### src/rtl/calc_pkg.sv
// rtl/calc_pkg.sv - shared constants and state types for the calculator serial link
// Ports: none (package).
package calc_pkg;

  localparam logic [7:0] ASCII_ZERO = 8'h30;
  localparam int         MAX_LEN    = 8;

  typedef enum logic [1:0] {
    RX_IDLE,
    RX_START,
    RX_DATA,
    RX_STOP
  } rx_state_t;

  typedef enum logic {
    MSG_IDLE,
    MSG_COLLECT
  } msg_state_t;

  function automatic logic is_digit(input logic [7:0] b);
    return (b >= ASCII_ZERO) && (b <= ASCII_ZERO + 8'd9);
  endfunction

endpackage

### src/rtl/receive_number_if.sv
// rtl/receive_number_if.sv - serial input and published-number bundle of receive_number
// Signals:
//   rxd              UART line into the receiver, idle high
//   num1..num4       last four digits, num4 newest
//   value            eight BCD digits, [3:0] newest
//   len              digit count of the last message
//   done             one-cycle pulse when the outputs update
//   busy             a message is open
//   ferr/badChar/overflow  sticky flags of the last message
// Modports: master = receive_number side, slave = line driver / result consumer.
interface receive_number_if;

  logic        rxd;
  logic [3:0]  num1;
  logic [3:0]  num2;
  logic [3:0]  num3;
  logic [3:0]  num4;
  logic [31:0] value;
  logic [3:0]  len;
  logic        done;
  logic        busy;
  logic        ferr;
  logic        badChar;
  logic        overflow;

  modport master (
    input  rxd,
    output num1, num2, num3, num4, value, len, done, busy, ferr, badChar, overflow
  );

  modport slave (
    output rxd,
    input  num1, num2, num3, num4, value, len, done, busy, ferr, badChar, overflow
  );

endinterface

### src/rtl/receive_data.sv
// rtl/receive_data.sv - 8N1 UART byte receiver with input synchroniser
// Ports:
//   clk, reset (async, active low)
//   rxd        asynchronous serial input, idle high
//   byteValid  one-cycle pulse, byteData holds a byte with a good stop bit
//   byteErr    one-cycle pulse, stop bit sampled low (byte discarded)
//   byteData   last good byte
module receive_data
  import calc_pkg::*;
#(
  parameter int CLKS_PER_BIT = 5208
) (
  input  logic       clk,
  input  logic       reset,
  input  logic       rxd,
  output logic       byteValid,
  output logic       byteErr,
  output logic [7:0] byteData
);

  localparam int            CW      = $clog2(CLKS_PER_BIT);
  localparam logic [CW-1:0] HALF_M1 = CW'(CLKS_PER_BIT / 2 - 1);
  localparam logic [CW-1:0] FULL_M1 = CW'(CLKS_PER_BIT - 1);

  logic          rx_meta;
  logic          rx_sync;
  logic          rx_prev;
  rx_state_t     state;
  rx_state_t     state_n;
  logic [CW-1:0] clk_cnt;
  logic [CW-1:0] clk_cnt_n;
  logic [2:0]    bit_idx;
  logic [2:0]    bit_idx_n;
  logic [7:0]    shreg;
  logic [7:0]    shreg_n;
  logic          valid_n;
  logic          err_n;
  logic [7:0]    data_n;

  always_ff @(posedge clk or negedge reset) begin
    if (!reset) begin
      rx_meta   <= 1'b1;
      rx_sync   <= 1'b1;
      rx_prev   <= 1'b1;
      state     <= RX_IDLE;
      clk_cnt   <= '0;
      bit_idx   <= '0;
      shreg     <= '0;
      byteValid <= 1'b0;
      byteErr   <= 1'b0;
      byteData  <= '0;
    end else begin
      rx_meta   <= rxd;
      rx_sync   <= rx_meta;
      rx_prev   <= rx_sync;
      state     <= state_n;
      clk_cnt   <= clk_cnt_n;
      bit_idx   <= bit_idx_n;
      shreg     <= shreg_n;
      byteValid <= valid_n;
      byteErr   <= err_n;
      byteData  <= data_n;
    end
  end

  always_comb begin
    state_n   = state;
    clk_cnt_n = clk_cnt + CW'(1);
    bit_idx_n = bit_idx;
    shreg_n   = shreg;
    valid_n   = 1'b0;
    err_n     = 1'b0;
    data_n    = byteData;
    case (state)
      RX_IDLE: begin
        clk_cnt_n = '0;
        // Returning here at the stop-bit mid-sample leaves half a bit to
        // catch the next start edge, so back-to-back bytes are not lost.
        if (rx_prev && !rx_sync) state_n = RX_START;
      end
      RX_START: begin
        if (clk_cnt == HALF_M1) begin
          clk_cnt_n = '0;
          bit_idx_n = '0;
          state_n   = rx_sync ? RX_IDLE : RX_DATA;
        end
      end
      RX_DATA: begin
        if (clk_cnt == FULL_M1) begin
          clk_cnt_n = '0;
          shreg_n   = {rx_sync, shreg[7:1]};
          if (bit_idx == 3'd7) state_n = RX_STOP;
          else                 bit_idx_n = bit_idx + 3'd1;
        end
      end
      RX_STOP: begin
        if (clk_cnt == FULL_M1) begin
          clk_cnt_n = '0;
          state_n   = RX_IDLE;
          if (rx_sync) begin
            valid_n = 1'b1;
            data_n  = shreg;
          end else begin
            err_n = 1'b1;
          end
        end
      end
      default: state_n = RX_IDLE;
    endcase
  end

endmodule

### src/rtl/receive_number.sv
// rtl/receive_number.sv - assembles received ASCII digits into an 8-digit BCD number
// Ports:
//   clk, reset (async, active low)
//   bus  receive_number_if.master: rxd in; num1..num4, value, len, done,
//        busy, ferr, badChar, overflow out
module receive_number
  import calc_pkg::*;
#(
  parameter int CLKS_PER_BIT = 5208,
  parameter int TIMEOUT      = 20 * CLKS_PER_BIT
) (
  input  logic             clk,
  input  logic             reset,
  receive_number_if.master bus
);

  localparam int            TW        = $clog2(TIMEOUT + 1);
  localparam logic [TW-1:0] EXPIRE_AT = TW'(TIMEOUT - 1);
  localparam logic [3:0]    LEN_MAX   = 4'(MAX_LEN);

  logic          byte_valid;
  logic          byte_err;
  logic [7:0]    byte_data;
  logic          byte_evt;
  logic          digit_ok;
  logic          expire;

  msg_state_t    msg_state;
  msg_state_t    msg_next;
  logic [TW-1:0] idle_cnt;

  logic [31:0]   work_digits, base_digits, digits_n;
  logic [3:0]    work_cnt, base_cnt, cnt_n;
  logic          work_ferr, base_ferr, ferr_n;
  logic          work_bad, base_bad, bad_n;
  logic          work_ovf, base_ovf, ovf_n;

  logic [31:0]   value_q;
  logic [3:0]    len_q;
  logic          done_q;
  logic          ferr_q;
  logic          bad_q;
  logic          ovf_q;

  receive_data #(
    .CLKS_PER_BIT(CLKS_PER_BIT)
  ) u_receive_data (
    .clk      (clk),
    .reset    (reset),
    .rxd      (bus.rxd),
    .byteValid(byte_valid),
    .byteErr  (byte_err),
    .byteData (byte_data)
  );

  always_comb begin
    byte_evt = byte_valid | byte_err;
    digit_ok = byte_valid && is_digit(byte_data);

    // The byte that opens a message is applied to an empty buffer.
    if (msg_state == MSG_IDLE) begin
      base_digits = '0;
      base_cnt    = '0;
      base_ferr   = 1'b0;
      base_bad    = 1'b0;
      base_ovf    = 1'b0;
    end else begin
      base_digits = work_digits;
      base_cnt    = work_cnt;
      base_ferr   = work_ferr;
      base_bad    = work_bad;
      base_ovf    = work_ovf;
    end

    digits_n = base_digits;
    cnt_n    = base_cnt;
    ferr_n   = base_ferr | byte_err;
    bad_n    = base_bad | (byte_valid && !digit_ok);
    ovf_n    = base_ovf;
    if (digit_ok) begin
      digits_n = {base_digits[27:0], byte_data[3:0]};
      if (base_cnt == LEN_MAX) ovf_n = 1'b1;
      else                     cnt_n = base_cnt + 4'd1;
    end

    // idle_cnt counts cycles since the last byte cycle, so done lands
    // exactly TIMEOUT cycles after it; a byte on the deciding edge wins.
    expire = (msg_state == MSG_COLLECT) && !byte_evt && (idle_cnt == EXPIRE_AT);

    msg_next = msg_state;
    case (msg_state)
      MSG_IDLE:    if (byte_evt) msg_next = MSG_COLLECT;
      MSG_COLLECT: if (expire)   msg_next = MSG_IDLE;
      default:     msg_next = MSG_IDLE;
    endcase
  end

  always_ff @(posedge clk or negedge reset) begin
    if (!reset) begin
      msg_state   <= MSG_IDLE;
      idle_cnt    <= '0;
      work_digits <= '0;
      work_cnt    <= '0;
      work_ferr   <= 1'b0;
      work_bad    <= 1'b0;
      work_ovf    <= 1'b0;
      value_q     <= '0;
      len_q       <= '0;
      done_q      <= 1'b0;
      ferr_q      <= 1'b0;
      bad_q       <= 1'b0;
      ovf_q       <= 1'b0;
    end else begin
      msg_state <= msg_next;
      done_q    <= expire;
      if (byte_evt) begin
        work_digits <= digits_n;
        work_cnt    <= cnt_n;
        work_ferr   <= ferr_n;
        work_bad    <= bad_n;
        work_ovf    <= ovf_n;
        idle_cnt    <= TW'(1);
      end else if (msg_state == MSG_COLLECT) begin
        idle_cnt <= idle_cnt + TW'(1);
      end
      if (expire) begin
        value_q <= work_digits;
        len_q   <= work_cnt;
        ferr_q  <= work_ferr;
        bad_q   <= work_bad;
        ovf_q   <= work_ovf;
      end
    end
  end

  assign bus.value    = value_q;
  assign bus.num1     = value_q[15:12];
  assign bus.num2     = value_q[11:8];
  assign bus.num3     = value_q[7:4];
  assign bus.num4     = value_q[3:0];
  assign bus.len      = len_q;
  assign bus.done     = done_q;
  assign bus.busy     = (msg_state == MSG_COLLECT);
  assign bus.ferr     = ferr_q;
  assign bus.badChar  = bad_q;
  assign bus.overflow = ovf_q;

endmodule
### src/flat_wrapper.sv
// flat-port wrapper written by rule: the top's interface ports become plain ports
module receive_number_flat import calc_pkg::*;
#(
  parameter int CLKS_PER_BIT = 5208,
  parameter int TIMEOUT      = 20 * CLKS_PER_BIT
)
  (clk, reset, bus_rxd, bus_num1, bus_num2, bus_num3, bus_num4, bus_value, bus_len, bus_done, bus_busy, bus_ferr, bus_badChar, bus_overflow);
  receive_number_if bus_i ();
  input  logic clk;
  input  logic reset;
  input wire logic [$bits(bus_i.rxd)-1:0] bus_rxd;
  output wire logic [$bits(bus_i.num1)-1:0] bus_num1;
  output wire logic [$bits(bus_i.num2)-1:0] bus_num2;
  output wire logic [$bits(bus_i.num3)-1:0] bus_num3;
  output wire logic [$bits(bus_i.num4)-1:0] bus_num4;
  output wire logic [$bits(bus_i.value)-1:0] bus_value;
  output wire logic [$bits(bus_i.len)-1:0] bus_len;
  output wire logic [$bits(bus_i.done)-1:0] bus_done;
  output wire logic [$bits(bus_i.busy)-1:0] bus_busy;
  output wire logic [$bits(bus_i.ferr)-1:0] bus_ferr;
  output wire logic [$bits(bus_i.badChar)-1:0] bus_badChar;
  output wire logic [$bits(bus_i.overflow)-1:0] bus_overflow;
  assign bus_i.rxd = bus_rxd;
  assign bus_num1 = bus_i.num1;
  assign bus_num2 = bus_i.num2;
  assign bus_num3 = bus_i.num3;
  assign bus_num4 = bus_i.num4;
  assign bus_value = bus_i.value;
  assign bus_len = bus_i.len;
  assign bus_done = bus_i.done;
  assign bus_busy = bus_i.busy;
  assign bus_ferr = bus_i.ferr;
  assign bus_badChar = bus_i.badChar;
  assign bus_overflow = bus_i.overflow;
  receive_number #(.CLKS_PER_BIT(CLKS_PER_BIT), .TIMEOUT(TIMEOUT)) u_core (.clk(clk), .reset(reset), .bus(bus_i));
endmodule
### config.mk
export PLATFORM = sky130hd
export DESIGN_NAME = receive_number_flat
export DESIGN_NICKNAME = d
export VERILOG_FILES = /design/src/rtl/calc_pkg.sv /design/src/rtl/receive_number_if.sv /design/src/rtl/receive_data.sv /design/src/rtl/receive_number.sv /design/src/flat_wrapper.sv
export SDC_FILE = /design/constraint.sdc
export NUM_CORES = 1
export LEC_CHECK = 0
export ABC_CLOCK_PERIOD_IN_PS = 2600
export CAP_MARGIN = 20
export CORE_AREA = 4 4 128 130
export CTS_BUF_LIST = sky130_fd_sc_hd__clkbuf_16
export DETAILED_ROUTE_END_ITERATION = 12
export DIE_AREA = 0 0 132 134
export HOLD_SLACK_MARGIN = 0.1
export SLEW_MARGIN = 20
export SYNTH_ARGS = -nofsm -noshare
export SYNTH_HDL_FRONTEND = slang
export SYNTH_SLANG_ARGS = --single-unit
### constraint.sdc
create_clock -name clk -period 2.6 [get_ports clk]
set_input_delay 0.52 -clock clk [delete_from_list [all_inputs] [get_ports clk]]
set_output_delay 0.52 -clock clk [all_outputs]
set_load 0.01 [all_outputs]
-- Word level (Yosys, flattened, before mapping)
Cells that the tools add are included.
- flip-flop bits (word level): 136
- input port bits: 3
- output and inout port bits: 57
- word-level logic and storage cells: 102
- add/subtract/negate cells: 4
- magnitude comparators: 2
- equal/unequal tests: 15
- muxes and demuxes: 35
- bitwise operators: 4
- reduce and logical (&&, ||, !) cells: 18
- operators by type and width (cell ; count):
    two-way mux 32 bit ; 2
    one-hot mux 13 bit (3 select lines) ; 1
    two-way mux 17 bit ; 2
    two-way mux 13 bit ; 2
    adder 17 x 1 -> 17 bit, second input constant ; 1
    equality test 17 bit, second input constant ; 1
    adder 13 x 1 -> 13 bit, second input constant ; 1
    equality test 13 x 12 -> 1 bit, second input constant ; 1
    equality test 13 bit, second input constant ; 1
    two-way mux 1 bit ; 13
    two-way mux 2 bit ; 6
    two-way mux 4 bit ; 3
    != test 2 bit, second input constant ; 6
    two-way mux 3 bit ; 3
    >= comparator 8 x 6 -> 1 bit, second input constant ; 1
    <= comparator 8 x 6 -> 1 bit, second input constant ; 1
    one-hot mux 2 bit (4 select lines) ; 1
    logical AND 1 bit ; 6
    one-hot mux 3 bit (2 select lines) ; 1
    AND reduction 5 bit ; 1
    adder 4 x 1 -> 4 bit, second input constant ; 1
    equality test 2 bit, second input constant ; 2
    equality test 4 bit, second input constant ; 1
    AND reduction 2 bit ; 2
    other kinds (13) ; 18

-- Longest topological paths before layout
- depth after elaboration: 6
- gate-level depth with buffers: 8
- depth with buffers taken out: 6

-- Hierarchy
Synthesis repeated with hierarchy kept, for this count alone.
- cell total of the unflattened synthesis: 468
- area total of the unflattened synthesis: 5823.1 um^2
- modules (own cells, without submodules) (module ; times used ; cells an instance ; area an instance (um^2) ; seq. area each (um^2)):
    receive_number ; 1 ; 326 ; 4100.2 ; 2427.3
    receive_data ; 1 ; 142 ; 1722.9 ; 979.7

-- Least setup slack after synthesis
No wires, ideal clock.
- path kind: reg-to-reg
- start point: register u_core.idle_cnt[6]
- end point: register u_core.bad_q (netlist: u_core.bus.badChar)
- library setup time: 127 ps
- arrival: 1855 ps
- data required time: 2473 ps
- setup slack: 618 ps
- cell stages (with the launch flop): 7
- buffers on the path: 2
- clock period less this slack: 1982 ps
- cell sequence: dfrtp_1 > nand2_1 > or4_4 > nor4_4 > buf_6 > buf_6 > mux2_1
- word-level cells in the longest chain between the ends: 2
- ends and longest elaborated chain (what ; RTL line ; source):
    from (decl) ; receive_number.sv:30 ; logic [TW-1:0] idle_cnt;
    from (signal assigned) ; receive_number.sv:124 ; idle_cnt <= idle_cnt + TW'(1);
    equality test 17 bit ; receive_number.sv:88 ; expire = (msg_state == MSG_COLLECT) && !byte_evt && (idle_cnt == EXPIRE_AT);
    logical AND 1 bit ; receive_number.sv:88 ;
    to (signal assigned) ; receive_number.sv:130 ; bad_q <= work_bad;
    to (decl) ; receive_number.sv:42 ; logic bad_q;
Every way passes these cells.
A chain may end at the register's enable or synchronous reset.

-- Worst setup path in the final report
- start point: register u_core.msg_state (netlist: u_core.bus.busy)
- end point: output port bus_busy
- RTL lines (what ; RTL line ; source):
    from (decl) ; receive_number.sv:28 ; msg_state_t msg_state;
    from (signal assigned) ; receive_number.sv:114 ; msg_state <= msg_next;
    to (decl) ; flat_wrapper.sv:19 ; output wire logic [$bits(bus_i.busy)-1:0] bus_busy;
No word-level cell between the ends.

==> run metrics <==
status=finished clean; CP max stage delay=~0.65 ns; minimum clock period=around 2.2 ns; Fmax achieved=about 450 MHz; final worst-path cycle share=85.5%; Final Setup Violations=0; Die ar.=approximately 18000 sq um; fin util=between 40% and 50%; worst setup path endpoint=bus_busy; Diodes inserted=0; max-slew violations=0; Reg power frac=45.0%; CP delay by family, top=flip-flops; CP Class=flip-flop to output port; net switching power=1.07 mW; Yosys top cell area share=55.1%; Layout Nets=534; RePlAce Congestion=0.770; ys flop type=dfrtp_1; hold path startpoint=u_core.u_receive_data.rx_meta$_DFF_PN1_; crit path max fanout=12; Clk Latency, worst-skew pair=0.42 ns; I/O Buffers=59; clk_skew=0.00714 ns; CTS sink count=136; Comb pwr share=under 10%; Vias/cell=roughly 5.3; I/O pin count=60; crit start category=flip-flop; Clock Power Share=51.7%; grt total ovfl=0; Post-CTS Setup Inserts=0; Setup crit end kind=output port; Bufs on Longest Clock Path=2; Reg-to-Reg Start=u_core.idle_cnt[0]$_DFFE_PN0P_; Horiz. Die Dim=about 130 um; dominant cell type by area after synthesis=dfrtp_1; Yosys warnings=0; largest net degree at the start of global routing=55; total of max-cap violations=0; vias in the first global route=just under 4000; register bit total from synthesis=136; wire per inst=16.3 um; Multi-input gate area=approximately 2400 sq um; Syn Std Cell Area=6040 sq um; post-synthesis sequential area ratio=56.4%; CTS Buf Count=17; Slowest-stage cell, CP=dfrtp_1; reg2reg setup slack=about 0.43 ns; top cells by area, synth=dfrtp_1, mux2_2, a22o_1; drt pass-1 iters=4; Syn Nets=around 500; RSZ-0062 raised after global routing=false; Initial Util=39.9%; Crit path depth=1; Final Hold Viols=0; EDFF count, synth=0; slew margin rel.=66.5%; CP arrival=1.70 ns; Avg Inst Size Synth=12.7 sq um; area grow syn2layout=22.1%; # fillers=around 1300; worst slew pin tran=0.495 ns; CP required=approximately 2.1 ns; Vias=3833; Yosys cell types=47; Net Sw Frac=a little over a fifth; DRC errors left=0; share of post-route cells with drive strength above 1=22.9%; setup tns final=0 ns; reg2reg path depth=6; CTS tree=done; initial antenna violation count=0; H-tree depth=4; Cells after Synth=477; reg2reg end=u_core.bus.value[6]$_DFFE_PN0P_; final WL=11.8 mm; Critical Path Source=u_core.bus.busy$_DFF_PN0_; Register Area=3410 sq um; Rows=45; Leakage=between 3 and 4 nW; Core Area=~15000 sq um; P_int=3.83 mW; pwr/cell area=665 nW/um^2; Fin Hold WS=approximately 0.36 ns; first-pass GRT wire length=20.0 mm; Worst Hold Class=flip-flop to flip-flop; worst vdd rail ir drop=0.437 mV; asr flop ratio synth=100%; post-route ant nets=0; Final HPWL DP=between 7 and 8 mm; clk slew on worst S/H paths=0.06 ns; crit-path cells=clkdlybuf4s50_1; gr usage total=14.1%; Iter 0 DRT Violations=242; root buf cell=clkbuf_16; CP Buf/Inv Count=1; die height=roughly 130 um
-- worst min-delay path by stage --
stage	end	slack, ns	cells after the start
after floorplan	asynchronous set/reset pin	0.22	0
after global placement	u_core.u_receive_data.rx_sync$_DFF_PN1_	0.35	0
after detailed placement	u_core.u_receive_data.rx_sync$_DFF_PN1_	0.35	0
after CTS	u_core.u_receive_data.rx_sync$_DFF_PN1_	0.36	0
after global routing	u_core.u_receive_data.rx_sync$_DFF_PN1_	0.36	0
final	u_core.u_receive_data.rx_sync$_DFF_PN1_	0.36	0
-- stage by stage --
stage	instance area, sq um	setup WS, ns	instances	total power [mW]
2_1_floorplan	6040	0.618	477	2.33
3_3_place_gp	6740	0.486	693	2.40
3_5_place_dp	6740	0.443	693	2.41
4_1_cts	7370	0.349	726	4.96
5_1_grt	7370	0.295	726	5.09
6_report	7370	0.376	726	4.90
-- cell usage after synthesis, types with 2 or more instances --
library cell,instances
o221ai_1,3
nor3_1,3
nor4b_1,3
and2_1,5
dfstp_2,3
and3_1,7
buf_4,18
inv_1,4
or2_2,3
a22o_1,33
a21o_1,2
or4_1,3
a21oi_1,5
clkbuf_1,16
or3_1,3
ha_1,6
nor2_1,26
xor2_1,18
dfrtp_1,133
nor4bb_1,3
mux2_1,10
buf_6,2
and4_1,4
o21ai_0,12
nor4_1,3
nand3_1,11
buf_2,4
xnor2_1,6
mux2_2,72
o31ai_1,4
nand4_1,13
mux2i_1,2
nand2_1,23
-- layout make-up --
type,count,area share (%)
Inverter,4,0.204
Tap cell,188,3.19
Timing Repair Buffer,70,9.69
Multi-Input combinational cell,296,32.2
Clock inverter,15,2.72
Clock buffer,17,5.77
Sequential cell,136,46.2
-- cells by family (layout without fill, tap and decap cells) --
family	Yosys count	count (layout)	synth area share, %
AO/OA/AOI/OAI	64	64	8.06
XOR/XNOR	24	24	3.48
adder cells (fa/ha/maj)	6	6	1.24
buffers and inverters	45	106	4.25
flip-flops	136	136	56.4
multiplexers	84	84	15.6
AND/OR/NAND/NOR	118	118	10.9
-- placed cells by master, fill, tap and decap left out, drive strengths merged, types with 4 or more instances in the layout --
cell type	instances
inv	8
and2	5
and4	4
buf	11
or4	4
nor2	27
clkinv	5
mux2	82
ha	6
clkbuf	17
bufinv	4
o21ai	12
nand2	23
dfrtp	133
a21oi	5
and3	7
o31ai	4
clkdlybuf4s50	58
a22o	33
xnor2	6
nor4	4
xor2	18
nand3	11
nand4	13
-- what timing repair did --
action / in CTS / in global routing
resized for setup: 0 / 0
endpoints found under the hold margin: 48 / 0
hold buffers: 1 / 0
-- state kept, by name (all words and copies together) (netlist names), 3 cells and up, named ones only --
signal / count
u_core.work_digits: 32
u_core.u_receive_data.byteData: 8
u_core.u_receive_data.clk_cnt: 13
u_core.u_receive_data.shreg: 8
u_core.idle_cnt: 17
u_core.bus.value: 32
u_core.work_cnt: 4
u_core.bus.len: 4
u_core.u_receive_data.bit_idx: 3
-- worst reg2reg max path, cell delays in order (launching register included) --
cell and delay [ns]:
dfrtp_1 0.38, ha_1 0.23, and4_1 0.27, nand2_1 0.17
nor4_4 0.34, buf_12 0.27, mux2_2 0.40
-- power groups by stage --
stage,combinational [mW],sequential [mW],clock (mW)
3_5_place_dp,0.166,2.24,0
6_report,0.162,2.21,2.53
2_1_floorplan,0.0951,2.23,0
5_1_grt,0.190,2.21,2.68
3_3_place_gp,0.162,2.24,0
4_1_cts,0.168,2.21,2.58
-- layer usage --
| metal | share of wire (%) | vias to the layer above | global-route usage [%] |
|---|---|---|---|
| met3 | 3.5 | 18 | 4.13 |
| met1 | 48 | 1930 | 19.1 |
| met4 | 1.8 | 0 | 5.83 |
| met5 | 0 | - | 0 |
| li1 | - | 1822 | - |
| met2 | 47 | 63 | 21.4 |
(Power assumes the default switching activity.)
